`src/rtl/cbus_clint_splitter.sv`:
```
// CBus splitter between the arbiter and RAM: CLINT-window accesses are served locally
// (msip/mtimecmp/mtime, trint/swint); all others pass through. Optional macro: CLINT_MTIME_WR_EN.
module cbus_clint_splitter #(
    parameter logic [63:0] CLINT_BASE = 64'h0000_0000_0200_0000,
    parameter int unsigned MTIME_DIV  = 1
) (
    input  logic        clk,
    input  logic        reset,
    // request from arbiter
    input  logic        ireq_valid,
    input  logic        ireq_is_write,
    input  logic [2:0]  ireq_size,
    input  logic [63:0] ireq_addr,
    input  logic [7:0]  ireq_strobe,
    input  logic [63:0] ireq_data,
    input  logic [7:0]  ireq_len,
    input  logic [1:0]  ireq_burst,
    // response to arbiter
    output logic        iresp_ready,
    output logic        iresp_last,
    output logic [63:0] iresp_data,
    // request to RAM
    output logic        oreq_valid,
    output logic        oreq_is_write,
    output logic [2:0]  oreq_size,
    output logic [63:0] oreq_addr,
    output logic [7:0]  oreq_strobe,
    output logic [63:0] oreq_data,
    output logic [7:0]  oreq_len,
    output logic [1:0]  oreq_burst,
    // response from RAM
    input  logic        oresp_ready,
    input  logic        oresp_last,
    input  logic [63:0] oresp_data,
    // interrupts to core
    output logic        trint,
    output logic        swint
);

    localparam int unsigned PRE_W = (MTIME_DIV > 1) ? $clog2(MTIME_DIV) : 1;
    localparam logic [PRE_W-1:0] PRE_LAST = PRE_W'(MTIME_DIV - 1);

    localparam logic [12:0] OFF_MSIP     = 13'h0000;
    localparam logic [12:0] OFF_MTIMECMP = 13'h0800;
    localparam logic [12:0] OFF_MTIME    = 13'h17FF;

    typedef enum logic [1:0] {
        ST_IDLE,
        ST_FWD,
        ST_LOCAL
    } state_t;

    state_t             state_q, state_d;
    logic [12:0]        off_q, off_d;
    logic               wr_q, wr_d;
    logic [7:0]         strb_q, strb_d;
    logic [63:0]        wdata_q, wdata_d;
    logic [7:0]         len_q, len_d;
    logic [7:0]         beat_q, beat_d;

    logic [63:0]        mtime_q, mtime_d;
    logic [63:0]        mtimecmp_q, mtimecmp_d;
    logic               msip_q, msip_d;
    logic [PRE_W-1:0]   pre_q, pre_d;
    logic               trint_q, trint_d;
    logic               swint_q, swint_d;

    logic [63:0]        win_off;
    logic               hit;
    logic               first_beat;
    logic               local_wr;
    logic               tick;
    logic [63:0]        rdata;

    // Unsigned subtraction wraps addresses below the base to large values, so one compare decodes the window.
    assign win_off = ireq_addr - CLINT_BASE;
    assign hit     = (win_off < 64'h1_0000);

    assign first_beat = (state_q == ST_LOCAL) && (beat_q == 8'd0);
    assign local_wr   = first_beat && wr_q;

    // Bus routing and FSM next state
    always_comb begin
        state_d = state_q;
        off_d   = off_q;
        wr_d    = wr_q;
        strb_d  = strb_q;
        wdata_d = wdata_q;
        len_d   = len_q;
        beat_d  = beat_q;

        oreq_valid    = 1'b0;
        oreq_is_write = ireq_is_write;
        oreq_size     = ireq_size;
        oreq_addr     = ireq_addr;
        oreq_strobe   = ireq_strobe;
        oreq_data     = ireq_data;
        oreq_len      = ireq_len;
        oreq_burst    = ireq_burst;
        iresp_ready   = 1'b0;
        iresp_last    = 1'b0;
        iresp_data    = '0;

        case (state_q)
            ST_IDLE: begin
                if (hit) begin
                    if (ireq_valid) begin
                        state_d = ST_LOCAL;
                        off_d   = ireq_addr[15:3];
                        wr_d    = ireq_is_write;
                        strb_d  = ireq_strobe;
                        wdata_d = ireq_data;
                        len_d   = ireq_len;
                        beat_d  = '0;
                    end
                end else begin
                    oreq_valid  = ireq_valid;
                    iresp_ready = oresp_ready;
                    iresp_last  = oresp_last;
                    iresp_data  = oresp_data;
                    // A RAM that completes in the request cycle leaves the FSM in IDLE.
                    if (ireq_valid && !(oresp_ready && oresp_last)) begin
                        state_d = ST_FWD;
                    end
                end
            end
            ST_FWD: begin
                oreq_valid  = ireq_valid;
                iresp_ready = oresp_ready;
                iresp_last  = oresp_last;
                iresp_data  = oresp_data;
                if (oresp_ready && oresp_last) begin
                    state_d = ST_IDLE;
                end
            end
            ST_LOCAL: begin
                iresp_ready = 1'b1;
                iresp_last  = (beat_q == len_q);
                iresp_data  = first_beat ? rdata : '0;
                beat_d      = beat_q + 8'd1;
                if (beat_q == len_q) begin
                    state_d = ST_IDLE;
                end
            end
            default: state_d = ST_IDLE;
        endcase

        if (reset) begin
            oreq_valid  = 1'b0;
            iresp_ready = 1'b0;
            iresp_last  = 1'b0;
            iresp_data  = '0;
        end
    end

    // CLINT register file, timer and interrupt lines
    always_comb begin
        tick       = (pre_q == PRE_LAST);
        pre_d      = tick ? '0 : pre_q + PRE_W'(1);
        mtime_d    = tick ? mtime_q + 64'd1 : mtime_q;
        mtimecmp_d = mtimecmp_q;
        msip_d     = msip_q;

        case (off_q)
            OFF_MSIP:     rdata = {63'd0, msip_q};
            OFF_MTIMECMP: rdata = mtimecmp_q;
            OFF_MTIME:    rdata = mtime_q;
            default:      rdata = '0;
        endcase

        if (local_wr) begin
            case (off_q)
                OFF_MSIP: begin
                    if (strb_q[0]) begin
                        msip_d = wdata_q[0];
                    end
                end
                OFF_MTIMECMP: begin
                    for (int unsigned i = 0; i < 8; i++) begin
                        if (strb_q[i]) begin
                            mtimecmp_d[8*i +: 8] = wdata_q[8*i +: 8];
                        end
                    end
                end
`ifdef CLINT_MTIME_WR_EN
                // Written bytes override the incremented value; the prescaler keeps running.
                OFF_MTIME: begin
                    for (int unsigned i = 0; i < 8; i++) begin
                        if (strb_q[i]) begin
                            mtime_d[8*i +: 8] = wdata_q[8*i +: 8];
                        end
                    end
                end
`endif
                default: ;
            endcase
        end

        trint_d = (mtime_q >= mtimecmp_q);
        swint_d = msip_q;
    end

    always_ff @(posedge clk or posedge reset) begin
        if (reset) begin
            state_q    <= ST_IDLE;
            off_q      <= '0;
            wr_q       <= 1'b0;
            strb_q     <= '0;
            wdata_q    <= '0;
            len_q      <= '0;
            beat_q     <= '0;
            mtime_q    <= '0;
            mtimecmp_q <= '1;
            msip_q     <= 1'b0;
            pre_q      <= '0;
            trint_q    <= 1'b0;
            swint_q    <= 1'b0;
        end else begin
            state_q    <= state_d;
            off_q      <= off_d;
            wr_q       <= wr_d;
            strb_q     <= strb_d;
            wdata_q    <= wdata_d;
            len_q      <= len_d;
            beat_q     <= beat_d;
            mtime_q    <= mtime_d;
            mtimecmp_q <= mtimecmp_d;
            msip_q     <= msip_d;
            pre_q      <= pre_d;
            trint_q    <= trint_d;
            swint_q    <= swint_d;
        end
    end

    assign trint = trint_q;
    assign swint = swint_q;

endmodule

```
`config.mk`:
```
export PLATFORM = sky130hd
export DESIGN_NAME = cbus_clint_splitter
export DESIGN_NICKNAME = d
export VERILOG_FILES = /design/src/rtl/cbus_clint_splitter.sv
export SDC_FILE = /design/constraint.sdc
export NUM_CORES = 1
export LEC_CHECK = 0
export CAP_MARGIN = 20
export CORE_AREA = 2 2 171 173
export DETAILED_ROUTE_END_ITERATION = 10
export DIE_AREA = 0 0 173 175
export DONT_BUFFER_PORTS = 1
export GPL_TIMING_DRIVEN = 0
export PLACE_DENSITY = 0.61
export SLEW_MARGIN = 40
export SYNTH_ARGS = -nofsm -noshare
export SYNTH_HDL_FRONTEND = slang
export SYNTH_SLANG_ARGS = --single-unit
```
`constraint.sdc`:
```
create_clock -name clk -period 8.9 [get_ports clk]
set_clock_uncertainty 0.05 [all_clocks]
set_input_delay 0.89 -clock clk [delete_from_list [all_inputs] [get_ports clk]]
set_output_delay 0.89 -clock clk [all_outputs]
set_load 0.02 [all_outputs]
```
==> metrics.txt, run 1 <==
run status finished, final reports clean; crit-path max cell delay between 0.5 and 0.6 ns; Worst VDD drop 0.133 mV; # rows 62; Critical Path Start ireq_addr[25]; TritonCTS Buffers 28; # IOs approximately 440; WL per Instance roughly 22 µm; post-route minimum period between 5 and 6 ns; Worst setup SP type primary input; share of cells above drive strength 1 between 30% and 40%; Die Width around 170 µm; initial antenna violation count 3; die area around 30,000 µm²; FMAX 188 MHz; vias in the first global route 10,200; Iter 0 DRT Violations between 400 and 500; top-count cell post-synth dfrtp_1; CP max stage cell a311oi_4; Seq/Total Area, Yosys a little over two fifths; final slew viol count 0; gr ovfl total 0; Synth Flop Type dfrtp_1; pwr dens ~150 nW/µm²; R2R cell count 8; r2r setup slk about 6.0 ns; clock sink count about 240; ys async rst share 100%; RR Endpoint mtime_q[56]; DRT Pass-1 Iters 5; Pleak 7.13 nW; worst reg2reg startpoint mtime_q[18]; DRT Wirelength between 30,000 and 40,000 µm; crit-path cells inv_1, ha_1, clkbuf_1, o21ai_0, o31ai_1, a21oi_1, or2_2, a311oi_4, buf_2, buf_2, o2bb2ai_1; CP max FO 11; Slew HR between 50% and 60%; CP Capture Type output pin; port bufs 0; largest net degree at the start of global routing just under 80; Worst Tran Pin Value roughly 0.75 ns; CP Class in2out; post-layout util between 50% and 60%; Die Y roughly 180 µm; Yosys warnings 0; Clock Root Buffer clkbuf_16; top cells by count, synth dfrtp_1, buf_4, mux2_2, inv_1, ha_1; CP Data Required Time 7.96 ns; cell taking the most area after synthesis dfrtp_1; Hold Vio Cnt, Final 0; via count slightly above 10,000; Placer Congestion 0.895; Min-Delay Path Class in2async; DR vias/cell between 5 and 6; syn nets between 1,500 and 2,000; post-CTS setup buffers 0; met2 Track Usage GR 44.4%; GR peak layer met2; flop and latch count out of synthesis between 200 and 250; most frequent CP cell buf_2; grt met1 use a little under a third; htree depth 1; fin crit share 59.9%; maximum clock path buffer count 3; Synth cell types 63; Residual DRC 0; Max-cap violations 0; synthesized area between 10,000 and 15,000 µm²; Routed Antenna Nets 0; RSZ-0062 raised after global routing no; Syn Inst Count between 1,000 and 1,500; first-pass GRT wire length 59,100 µm; Post-synth EDFFs 0; Final setup viols 0; Arr. time, crit path ~4.4 ns; Synth top area share ~30%; mean post-synth cell area around 11 µm²; Area Overhead vs Synth 10.9%; Initial Utilization between 50 and 60%; largest cells by area after synthesis dfrtp_1, dfstp_2, mux2_2, buf_4, ha_1; Total Nets Final between 1,500 and 2,000; Post-CTS Resized 0; GRT Total Usage between 20% and 30%; CTS tree yes; total chip power ~2.5 mW; # hold bufs at CTS 0; core box area 28,400 µm²; worst skew pair latency about 0.54 ns; post-DP HPWL about 30,000 µm; grt met3 use under 10%; clk slew on worst S/H paths approximately 0.060 ns
-- stage by stage --
stage | hold slack [ns] | TNS [ns] | std cells | setup slack [ns] | area [µm²]
after floorplan | 0.320 | 0 | 1323 | 1.50 | 14300
after detailed placement | 0.339 | 0 | 1714 | 3.55 | 14900
after global placement | 0.339 | -195.38 | 1707 | -1.16 | 14800
after CTS | 0.122 | 0 | 1765 | 3.54 | 15800
after global routing | 0.133 | 0 | 1766 | 3.36 | 15800
final | 0.139 | 0 | 1768 | 3.57 | 15800
-- layout make-up --
cell class	instances	area, µm²
diodes	3	7.51
plain buffers	200	1370
clock buffers	42	825
clock inverters	9	104
fillers	2554	12600
inverters	87	334
multi-input cells	801	6650
flip-flops and latches	235	5960
well taps	384	480
repair buffers	7	108
-- logic make-up (layout without fill, tap and decap cells) --
family	Yosys count	in the layout	synth area share, %
simple gates	272	272	10.6
other cells	0	3	0
flops	235	235	41.7
xor+xnor	72	72	4.42
mux	162	162	13.4
fa+ha+maj	68	68	5.96
compound gates	227	227	12.0
buf+inv	287	345	11.8
-- registers in the layout, summed over array words and instances, names as in the netlist --
name / cells
strb_q: 8
beat_q: 8
state_q: 2
trint: 1
mtimecmp_q: 64
wdata_q: 64
wr_q: 1
len_q: 8
off_q: 13
msip_q: 1
swint: 1
mtime_q: 64
-- power by group --
part,total (mW),internal (mW),switching (mW)
logic,0.226,0.0832,0.143
registers,1.08,1.08,0.00572
clock network,1.14,0.695,0.450
total,2.45,1.86,0.598
-- how the worst max path moves through the flow --
stage | to | cells past startpoint | slack (ns)
after detailed placement | iresp_data[33] | 11 | 3.55
after global routing | iresp_data[38] | 11 | 3.36
after global placement | wdata_q[19] | 1 | -1.16
after floorplan | iresp_ready | 2 | 1.50
after CTS | iresp_data[33] | 11 | 3.54
final | iresp_data[38] | 11 | 3.57
-- cells in the final DEF (no fill, tap or decap), types with 26 or more instances in the layout --
| cell type | instances |
|---|---|
| a22oi_1 | 64 |
| buf_4 | 152 |
| clkbuf_1 | 39 |
| clkbuf_16 | 29 |
| dfrtp_1 | 171 |
| dfstp_2 | 64 |
| ha_1 | 68 |
| inv_1 | 86 |
| mux2_2 | 133 |
| nand2_1 | 54 |
| nand3_1 | 31 |
| nand4_1 | 37 |
| nor2_1 | 40 |
| nor4_1 | 26 |
| o2bb2ai_1 | 63 |
| xnor2_1 | 47 |
-- per-layer routing --
metal	part of all wire, %	vias up
met4	2.3	2
met2	51	320
met1	41	5005
li1	-	4721
met3	6.1	53
met5	0.044	-
-- critical path: cells and delay by family --
kind                       cells  cell delay, ns
AOI/OAI and AO/OA              5            1.65
buffers and inverters          4            1.29
and+or+nand+nor                1            0.35
adders and majority gates      1            0.18
(Power assumes the default switching activity.)
==> inputs of run 2 (changes only) <==
Clock period 8.9 ns to 5.55 ns, I/O delays scaled along.
==> run 2 against run 1 <==
Sequential power grew 61%. Non-clock buffer count grew 10. First-iteration DRC count shrank 11%. Flip-flop and latch count is the same. Power grew 61%. Clock power grew 61%. Final cell count grew 0.45%. Hold slack lost 0.058 ns. Utilization grew 0.82 points. Final area grew 1.5%. Wire length shrank 1.4%. Worst setup slack lost 2.7 ns. Largest power group unchanged. Highest routed layer is now met4.
==> metrics.txt, run 2 (synthesis results as in run 1) <==
worst skew pair latency 0.54 ns (about the same); Residual DRC 0 (unchanged); Max-cap violations 0 (unchanged); htree depth 1 (unchanged); gr ovfl total 0 (unchanged); # IOs 438 (unchanged); Hold Startpoint oresp_last; final setup margin 0.915 ns (was 3.57 ns); TritonCTS Buffers 28 (unchanged); CP Data Required Time 4.95 ns (was 7.96 ns); pwr dens 246 nW/µm² (was 155 nW/µm²); CP max stage cell a311oi_4 (unchanged); CP Capture Type output pin (unchanged); Worst Path Buf+Inv 4 (unchanged); DRT Pass-1 Iters 5 (unchanged); Iter 0 DRT Violations 437 (was 490); # rows 62 (unchanged); dpl ws 0.846 ns (was 3.55 ns); Regs by FF count mtime_q x64, mtimecmp_q x64, wdata_q x64 (unchanged); Hold Vio Cnt, Final 0 (unchanged); DR vias/cell 5.67 (was 5.71); Worst Tran Pin Value 0.734 ns (was 0.749 ns); clock sink count 235 (unchanged); post-route minimum period about 4.6 ns; Die Width 173 µm (unchanged); WL per Instance 21.3 µm (was 21.7 µm); commonest cells after routing, fill and taps aside dfrtp_1, buf_4, mux2_2 (unchanged); Area Overhead vs Synth 12.6% (was 10.9%); GRT Total Usage 24.5% (was 24.8%); total chip power 3.96 mW (was 2.45 mW); Arr. time, crit path 4.03 ns (was 4.39 ns); r2r setup slk 2.56 ns (was 5.95 ns); post-DP HPWL 30,100 µm (was 30,000 µm); Post-CTS Resized 0 (unchanged); via count 10,100 (about the same); DRT Wirelength 37,800 µm (was 38,300 µm); CP max FO 10 (was 11); most frequent CP cell buf_2 (unchanged); crit-path max cell delay 0.61 ns (was 0.56 ns); family with the most delay on the worst path compound AO/OA/AOI/OAI gates (unchanged); Clock Root Buffer clkbuf_16 (unchanged); Pleak 7.24 nW (was 7.13 nW); clk slew on worst S/H paths 0.06 ns (about the same); share of cells above drive strength 1 33.7% (was 33.1%); Die Y 175 µm (unchanged); largest net degree at the start of global routing 25 (was 77); maximum clock path buffer count 3 (unchanged); vias in the first global route 10,200 (about the same); port bufs 0 (unchanged); Multi-input gate area 6650 µm² (unchanged); final slew viol count 0 (unchanged); most common cell after layout, fill and taps aside dfrtp_1 (unchanged); Initial Utilization 50.3% (unchanged); Placer Congestion 0.895 (about the same); ant diodes 0 (was 3); core box area 28,400 µm² (unchanged); CP Class in2out (unchanged); register area 5960 µm² (unchanged); Routed Antenna Nets 0 (unchanged); initial antenna violation count 0 (was 3); crit-path cells inv_1, ha_1, clkbuf_1, o21ai_0, o31ai_1, a21oi_1, or2_2, a311oi_4, buf_2, buf_2, o2bb2ai_1 (unchanged); FMAX around 220 MHz; fin crit share a little over four fifths; Worst setup SP type primary input (unchanged); run status finished, final reports clean (unchanged); Slew HR 51.0% (was 50.1%); first-pass GRT wire length 58,300 µm (was 59,100 µm); Critical Path Start ireq_addr[25] (unchanged); Final setup viols 0 (unchanged); Worst VDD drop 0.186 mV (was 0.133 mV); die area 30,300 µm² (unchanged); Min-Delay Path Class in2reg (was in2async); fillers 2,535 (was 2,554); RSZ-0062 raised after global routing no (unchanged); worst reg2reg startpoint mtime_q[10] (was mtime_q[18]); Total Nets Final 1,657 (was 1,647); CTS tree yes (unchanged)
==> run 2: worst paths after layout <==
check,to,cells after the start
worst min register to register,swint,0
max in group asynchronous,mtimecmp_q[23],9
worst max-delay path,iresp_data[38],11
worst min-delay path,state_q[0],1
min in group asynchronous,beat_q[1],2
worst max register to register,mtime_q[53],9
==> run 2: final cells by class <==
| cell class | count | area share (%) |
|---|---|---|
| Multi-Input combinational cell | 801 | 41.4 |
| Sequential cell | 235 | 37.1 |
| Buffer | 200 | 8.50 |
| Clock buffer | 40 | 5.08 |
| Tap cell | 384 | 2.99 |
| Timing Repair Buffer | 17 | 2.12 |
| Inverter | 87 | 2.06 |
| Clock inverter | 12 | 0.771 |
==> run 2: worst reg2reg max path, delay by kind of cell, from the launching register on <==
family	cells	cell delay, ns
and+or+nand+nor	6	1.57
xor gates and xnor gates	1	0.15
DFF	1	0.50
buffers and inverters	2	0.63
==> run 2: timing repair <==
action	CTS	global route
hold buffers	1	0
buffers inserted	0	0
endpoints found under the hold margin	12	0
==> run 2: routing by layer <==
metal | vias to the layer above | GRT usage (%) | wire length (µm)
met5 | - | 0 | 0
met4 | 0 | 4.63 | 629
met3 | 42 | 5.09 | 2240
met2 | 324 | 44.7 | 19500
met1 | 4962 | 30.2 | 15400
li1 | 4750 | - | -
==> run 2: metrics by stage <==
step	hold slack [ns]	instance area [µm²]	util (%)	setup TNS (ns)	instances
floorplan	0.320	14300	-	0	1323
global placement	0.333	14800	52.0	-1.11	1707
detailed placement	0.344	15100	53.3	0	1723
CTS	0.0544	16100	56.6	0	1776
global route	0.0621	16100	56.6	0	1776
finish	0.0811	16100	56.6	0	1776
==> run 2: where the power goes <==
group	internal [mW]	switching (mW)	leakage [nW]
clock network	1.12	0.728	0.453
logic	0.150	0.231	3.78
registers	1.73	0.00902	3.01
